### config.mk
export PLATFORM = sky130hd
export DESIGN_NAME = counter_display_scheduler
export DESIGN_NICKNAME = d
export VERILOG_FILES = /design/src/rtl/counter_display_scheduler.sv
export SDC_FILE = /design/constraint.sdc
export NUM_CORES = 1
export LEC_CHECK = 0
export CAP_MARGIN = 10
export CORE_MARGIN = 5
export CORE_UTILIZATION = 55
export DETAILED_ROUTE_END_ITERATION = 10
export GPL_TIMING_DRIVEN = 0
export PLACE_DENSITY_LB_ADDON = 0.3
export SLEW_MARGIN = 20
export SYNTH_ARGS = -nofsm -noshare
export SYNTH_HDL_FRONTEND = slang
export SYNTH_SLANG_ARGS = --single-unit
### constraint.sdc
create_clock -name clk -period 3 [get_ports clk]
set_input_delay 0.6 -clock clk [delete_from_list [all_inputs] [get_ports clk]]
set_output_delay 0.6 -clock clk [all_outputs]
set_load 0.1 [all_outputs]
### src/rtl/counter_display_scheduler.sv
// counter_display_scheduler: prescaled count strobe, counter clear
// and up/down select sequencing for the 7-segment counter path.
module counter_display_scheduler #(
  parameter int PRESCALE   = 50_000_000,
  parameter int AUTO_WRAPS = 2
) (
  input  logic       clk,
  input  logic       clr,
  input  logic       start,
  input  logic       stop,
  input  logic       dir_req,
  input  logic       auto_mode,
  output logic       cnt_en,
  output logic       cnt_clr,
  output logic       select,
  output logic       busy,
  output logic [1:0] state
);

  localparam int PW = $clog2(PRESCALE);
  localparam int WW = $clog2(AUTO_WRAPS + 1);
  localparam logic [PW-1:0] PRE_MAX  = PW'(PRESCALE - 1);
  localparam logic [WW-1:0] WRAP_MAX = WW'(AUTO_WRAPS);

  typedef enum logic [1:0] {
    IDLE   = 2'b00,
    RUN    = 2'b01,
    PAUSE  = 2'b10,
    SWITCH = 2'b11
  } state_e;

  state_e        state_q, state_d;
  logic [PW-1:0] pre_q, pre_d;
  logic [3:0]    step_q, step_d;
  logic [WW-1:0] wrap_q, wrap_d;
  logic          sel_q, sel_d;
  logic          en_q, en_d;
  logic          clr_q, clr_d;
  logic          busy_q, busy_d;
  logic [PW-1:0] pre_inc;

  assign pre_inc = (pre_q == PRE_MAX) ? '0 : pre_q + PW'(1);

  // Next-state: mode transitions, then the strobe that lands on the
  // cycle whose prescaler value is the last one of a period.
  always_comb begin
    state_d = state_q;
    pre_d   = pre_q;
    step_d  = step_q;
    wrap_d  = auto_mode ? wrap_q : '0;
    sel_d   = sel_q;
    clr_d   = 1'b0;
    unique case (state_q)
      IDLE: begin
        if (start) begin
          state_d = RUN;
          pre_d   = '0;
          step_d  = '0;
          wrap_d  = '0;
          clr_d   = 1'b1;
        end
      end
      RUN: begin
        if (stop) begin
          state_d = PAUSE;
        end else if (dir_req) begin
          sel_d  = ~sel_q;
          step_d = '0;
          wrap_d = '0;
          pre_d  = '0;
        end else if (auto_mode && wrap_q >= WRAP_MAX) begin
          state_d = SWITCH;
          sel_d   = ~sel_q;
          wrap_d  = '0;
          pre_d   = '0;
        end else begin
          pre_d = pre_inc;
        end
      end
      PAUSE: begin
        if (start) begin
          state_d = RUN;
        end else if (dir_req) begin
          sel_d  = ~sel_q;
          step_d = '0;
          wrap_d = '0;
          pre_d  = '0;
        end
      end
      SWITCH: begin
        wrap_d  = '0;
        pre_d   = '0;
        state_d = stop ? PAUSE : RUN;
      end
      default: state_d = IDLE;
    endcase
    en_d = (state_d == RUN) && (pre_d == PRE_MAX);
    if (en_d) begin
      step_d = step_q + 4'd1;
      if (auto_mode && step_q == 4'hF && wrap_q < WRAP_MAX)
        wrap_d = wrap_q + WW'(1);
    end
    busy_d = (state_d == RUN) || (state_d == SWITCH);
  end

  // State and registered outputs, synchronous clear.
  always_ff @(posedge clk) begin
    if (clr) begin
      state_q <= IDLE;
      pre_q   <= '0;
      step_q  <= '0;
      wrap_q  <= '0;
      sel_q   <= 1'b0;
      en_q    <= 1'b0;
      clr_q   <= 1'b0;
      busy_q  <= 1'b0;
    end else begin
      state_q <= state_d;
      pre_q   <= pre_d;
      step_q  <= step_d;
      wrap_q  <= wrap_d;
      sel_q   <= sel_d;
      en_q    <= en_d;
      clr_q   <= clr_d;
      busy_q  <= busy_d;
    end
  end

  assign cnt_en  = en_q;
  assign cnt_clr = clr_q;
  assign select  = sel_q;
  assign busy    = busy_q;
  assign state   = state_q;

endmodule
Word level (Yosys, flattened, before mapping)
Index checks and enable logic that the tools add are counted.
- flip-flop bits (word level): 38
- output and inout port bits: 6
- bits of input ports: 6
- word-level logic and storage cells: 79
- add/subtract/negate cells: 3
- bitwise logic cells: 2
- eq/ne operators: 15
- muxes and demuxes: 37
- order comparisons: 2
- reduce and logical (&&, ||, !) cells: 12
- operators by type and width (operator ; number):
    $mux 26 ; 7
    $pmux 26 s4 ; 1
    $eq 26x26->1 const B ; 2
    $mux 2 ; 14
    $add 26x1->26 const B ; 1
    $mux 4 ; 5
    $ne 3x3->1 const B ; 4
    $pmux 4 s3 ; 1
    $pmux 2 s4 ; 1
    $eq 2x2->1 const B ; 3
    $mux 1 ; 6
    $ne 2x2->1 const B ; 3
    $pmux 2 s3 ; 1
    $reduce_and 5->1 ; 1
    $add 4x1->4 const B ; 1
    $eq 2x1->1 const B ; 2
    $eq 4x4->1 const B ; 1
    $logic_and 1x1->1 ; 4
    $reduce_and 4->1 ; 1
    $reduce_bool 4->1 ; 1
    $reduce_or 2->1 ; 2
    $add 2x1->2 const B ; 1
    $ge 2x2->1 const B ; 1
    $logic_not 2->1 ; 1
    5 further kinds ; 6

Logic depth before layout (Yosys ltp)
- depth in word-level cells: 10
- depth in mapped cells: 14
- mapped depth without buffers: 11

Least setup slack after synthesis
OpenSTA, ideal clock, no wires.
- path type: register to register
- start point: reg state_q[0] (netlist: state[0])
- end point: reg wrap_q[1]
- slack: -784 ps
- setup time: 83 ps
- period minus slack after synthesis: 3784 ps
- required time: 2917 ps
- path buffers: 0
- arrival: 3701 ps
- cell stages (with the launch flop): 12
- cells stage by stage: dfxtp_1 -> inv_1 -> ha_1 -> nand2b_1 -> or4_1 -> nor2_1 -> a22oi_1 -> or4b_1 -> nor4_1 -> nand4b_1 -> or3_4 -> o31ai_4
- longest elaborated chain between the ends: 7
- elaborated cells on any way between the ends: 17
- classes of those cells: eq/ne (5); mux (9); reduce/logical (3)
- RTL lines (element ; RTL line ; source):
    start: declaration ; 32 ; state_e state_q, state_d;
    start signal: assignment ; 118 ; state_q <= state_d;
    parallel branches: the longest is 6 deep, another holds $pmux 26 s4 ; -- ;
    $mux 2 (*) ; 98 ; if (en_d) begin
    end signal: assignment ; 121 ; wrap_q <= wrap_d;
    end: declaration ; 35 ; logic [WW-1:0] wrap_q, wrap_d;
Mark *: on every way between the ends.
A chain may end at the register's enable or synchronous reset.

Final worst setup path
- start point: reg pre_q[6]
- end point: reg wrap_q[1]
- longest elaborated chain between the ends: 9
- elaborated cells on any way between the ends: 13
- classes of those cells: add/sub (1); eq/ne (2); mux (9); reduce/logical (1)
- RTL lines (element ; RTL line ; source):
    start: declaration ; 33 ; logic [PW-1:0] pre_q, pre_d;
    start signal: assignment ; 119 ; pre_q <= pre_d;
    $add 26x1->26 or $eq 26x26->1 (tied branches) ; 42 ; assign pre_inc = (pre_q == PRE_MAX) ? '0 : pre_q + PW'(1);
    $mux 26 ; 42 ;
    $mux 26 ; 71 ; end else if (auto_mode && wrap_q >= WRAP_MAX) begin
    $mux 26 ; 66 ; end else if (dir_req) begin
    $mux 26 ; 64 ; if (stop) begin
    $pmux 26 s4 (*) ; 53 ; unique case (state_q)
    $eq 26x26->1 (*) ; 97 ; en_d = (state_d == RUN) && (pre_d == PRE_MAX);
    $logic_and 1x1->1 (*) ; 97 ;
    $mux 2 (*) ; 98 ;
Every way passes the cells marked *; elsewhere a longest branch is shown, timed or not.

==> run_results.csv <==
group,metric,value,unit
status,outcome,"finished with violations",
status,violations,"setup timing",
min_path,holdCritStartpoint,"step_q[3]",
floorplanning,die_x,82.5,µm
layout,drive_above_1_share,0.323,
drt,vias_per_cell,6.92,
sta,relSlewSlack,0.248,
min_path,holdPathStages,1,
yosys,async_reset_ff_frac,0,
placement,gp_congestion,0.957,
yosys,syn_avg_cell_area,7.67,µm²
worst_setup_path,worstPathCellList,"buf_6 -> buf_4 -> and2_1 -> and4_2 -> nand4_1 -> a21boi_0 -> o22ai_2 -> nand2_1 -> or4b_4 -> or3_4 -> o31ai_4",
yosys,synth.ff_latch_count,38,
layout,diodes,0,
layout,areaGrowthSynthToFinish,34.7,%
global_route,antenna_found_initial,0,
yosys,synth_area,0.00289,mm²
power,p_per_area,532,mW/mm²
worst_setup_path,reg2regPathDepth,11,
min_path,hold_end,"step_q[3]",
yosys,ys_types,68,
cts,htree_levels,2,
sta,maxSlewViolCount,0,
yosys,synth_enable_flop_cells,0,
yosys,ys.warnings.count,0,
placement,dp_hpwl,6.68,mm
sta,fin_skew,10.3,ps
sta,setup_viol,6,
drt,drc,0,
floorplanning,initial_utilization,0.566,
worst_setup_path,cp-start-kind,"flip-flop",
global_route,grt-ovfl-total,0,
yosys,syn_nets,390,
cts,clockBufferDepth,2,
yosys,ys_seq_area_frac,0.263,
worst_setup_path,regToRegSetupSlack,-150,ps
drt,first_pass_iters,6,
worst_setup_path,r2r_end,"wrap_q[1]",
flow_run,max_cap_viol_count,0,
cts,clkSinkCount,38,
worst_setup_path,max_stage_delay,630,ps
worst_setup_path,slowest_stage,"or4b_4",
worst_setup_path,arrival,3370,ps
global_route,track_usage,0.331,
layout,final_cell_mix,"40 x buf_4, 35 x nor2_1, 29 x nand2_1",
global_route,grt_max_degree,13,
drt,drtAntennaViolNets,0,
power,ir_drop,0.530,mV
placement,io_buffers,11,
floorplanning,die_y,82.5,µm
global_route,grt_pass1_vias,3295,
drt,wl,10.8,mm
sta,whs,500,ps
drt,drtIter0Drc,401,
sta,period_share,1.05,
cts,clk_transition_reported_paths,80,ps
yosys,syn_inst,377,
global_route,grt_pass1_wl,17.0,mm
floorplanning,ios,12,
layout,final_common_cell,"buf_4",
placement,dp.cells,458,
worst_setup_path,worst_setup_path_end_kind,"flip-flop",
sta,final_hold_viol_count,0,
cts,insertion_delay,310,ps
cts,ctsHoldBuffers,0,
worst_setup_path,cp_max_fo,7,
floorplanning,die_area,0.00681,mm²
cts,tritoncts,"done",
floorplanning,rows,26,
drt,vias,3460,
yosys,synth_ff_type,"dfxtp_1",
sta,timing.fmax,317,MHz
drt,wl_per_cell,21.7,µm
worst_setup_path,r2r-start,"pre_q[6]",
floorplanning,core,0.00511,mm²
layout,fill_cells,368,
min_path,min_path_type,"flip-flop to flip-flop",
worst_setup_path,required,3220,ps
sta,finalWorstSetupSlack,-150,ps
power,power.leakage,1.43,nW
sta,tightest_slew,1100,ps
cts,cts_buffers,5,
sta,rsz0062_at_grt,"yes",
layout,finalNonFillerCells,500,
worst_setup_path,criticalPathCategory,"flip-flop to flip-flop",
sta,finalCriticalPeriod,3150,ps
cts,cts-root-buf,"clkbuf_8",
layout,final_nets,442,
## cell type report
cell class | instances | area, µm² | share of cell area
clock buffers | 6 | 82.6 | 0.0212
repair buffers | 53 | 440 | 0.113
inverters | 7 | 32.5 | 0.00835
multi-input cells | 308 | 2320 | 0.595
flip-flops and latches | 38 | 810 | 0.208
plain buffers | 16 | 115 | 0.0295
well taps | 70 | 87.6 | 0.0225
clock inverters | 2 | 12.5 | 0.00321
## Yosys cell counts, drive strengths merged (4+ instances only)
cell type	count	area share
dfxtp	38	0.26
nor2	37	0.048
nand2	32	0.042
a21oi	21	0.036
o21ai	19	0.034
nor3	16	0.028
nand4	15	0.035
buf	13	0.029
nand3	13	0.022
clkbuf	11	0.014
nor2b	10	0.022
nor4	10	0.026
nand2b	8	0.017
ha	7	0.030
nand3b	7	0.019
and2	6	0.013
and4	6	0.018
inv	6	0.0078
o22ai	6	0.013
xor2	6	0.018
a211oi	5	0.013
a31oi	5	0.011
a21o	4	0.010
a22oi	4	0.010
and3b	4	0.012
nand4b	4	0.012
o211ai	4	0.010
o21a	4	0.010
or3	4	0.010
## sequential cells by signal, summed over array words and instances, names as in the netlist
register and flops:
pre_q 26, cnt_clr 1, wrap_q 2, busy 1, select 1, cnt_en 1, step_q 4, state 2
## metrics by stage
stage                     setup WS, ps  utilization  area [µm²]  TNS [ps]  power (mW)
after floorplan                  -38.2            -        2960     -38.2        1.20
final                             -150        0.763        3900      -611        2.07
after CTS                        -9.69        0.744        3800     -9.69        1.98
after global placement           -1180        0.618        3160     -7910        1.42
after global routing              -197        0.763        3900     -1110        2.14
after detailed placement         -1140        0.618        3160     -7420        1.43
## logic make-up after synthesis
logic type | after synthesis | synth area share
XOR/XNOR | 9 | 0.0273
adder cells (fa/ha/maj) | 7 | 0.0303
AO/OA/AOI/OAI | 99 | 0.239
flip-flops | 38 | 0.263
buffers and inverters | 31 | 0.0519
multiplexers | 4 | 0.0143
AND/OR/NAND/NOR | 189 | 0.374
## power breakdown
part / switching, mW / total [mW] / internal, mW
Combinational: 0.700 / 1.10 / 0.396
Sequential: 0.0490 / 0.589 / 0.540
Clock: 0.204 / 0.390 / 0.185
Total: 0.953 / 2.07 / 1.12
## worst max-delay path: cells and delay by family (launching register included)
kind | cells | cell delay, ps
AND/OR/NAND/NOR | 6 | 1950
buffers and inverters | 2 | 240
flip-flops | 1 | 330
AO/OA/AOI/OAI | 3 | 560
## worst max path at each step
| stage | start | to | depth (start not counted) |
|---|---|---|---|
| after CTS | state[0] | wrap_q[1] | 11 |
| final | pre_q[6] | wrap_q[1] | 11 |
| after global routing | state[0] | wrap_q[1] | 11 |
| after floorplan | state[0] | wrap_q[1] | 11 |
| after global placement | dir_req | wrap_q[1] | 10 |
| after detailed placement | dir_req | wrap_q[1] | 10 |
## timing repair
action	CTS	global route
gates cloned	1	0
gates resized for setup	89	14
pin swaps	18	13
endpoints found under the setup margin	7	6
setup buffers	38	3
## per-layer routing
layer | track usage | up-vias | part of all wire
met5 | 0 | - | 0
met4 | 0.196 | 0 | 0.050
met3 | 0.0618 | 61 | 0.11
met2 | 0.513 | 270 | 0.45
met1 | 0.426 | 1596 | 0.39
li1 | - | 1533 | -
(Power assumes the default switching activity.)
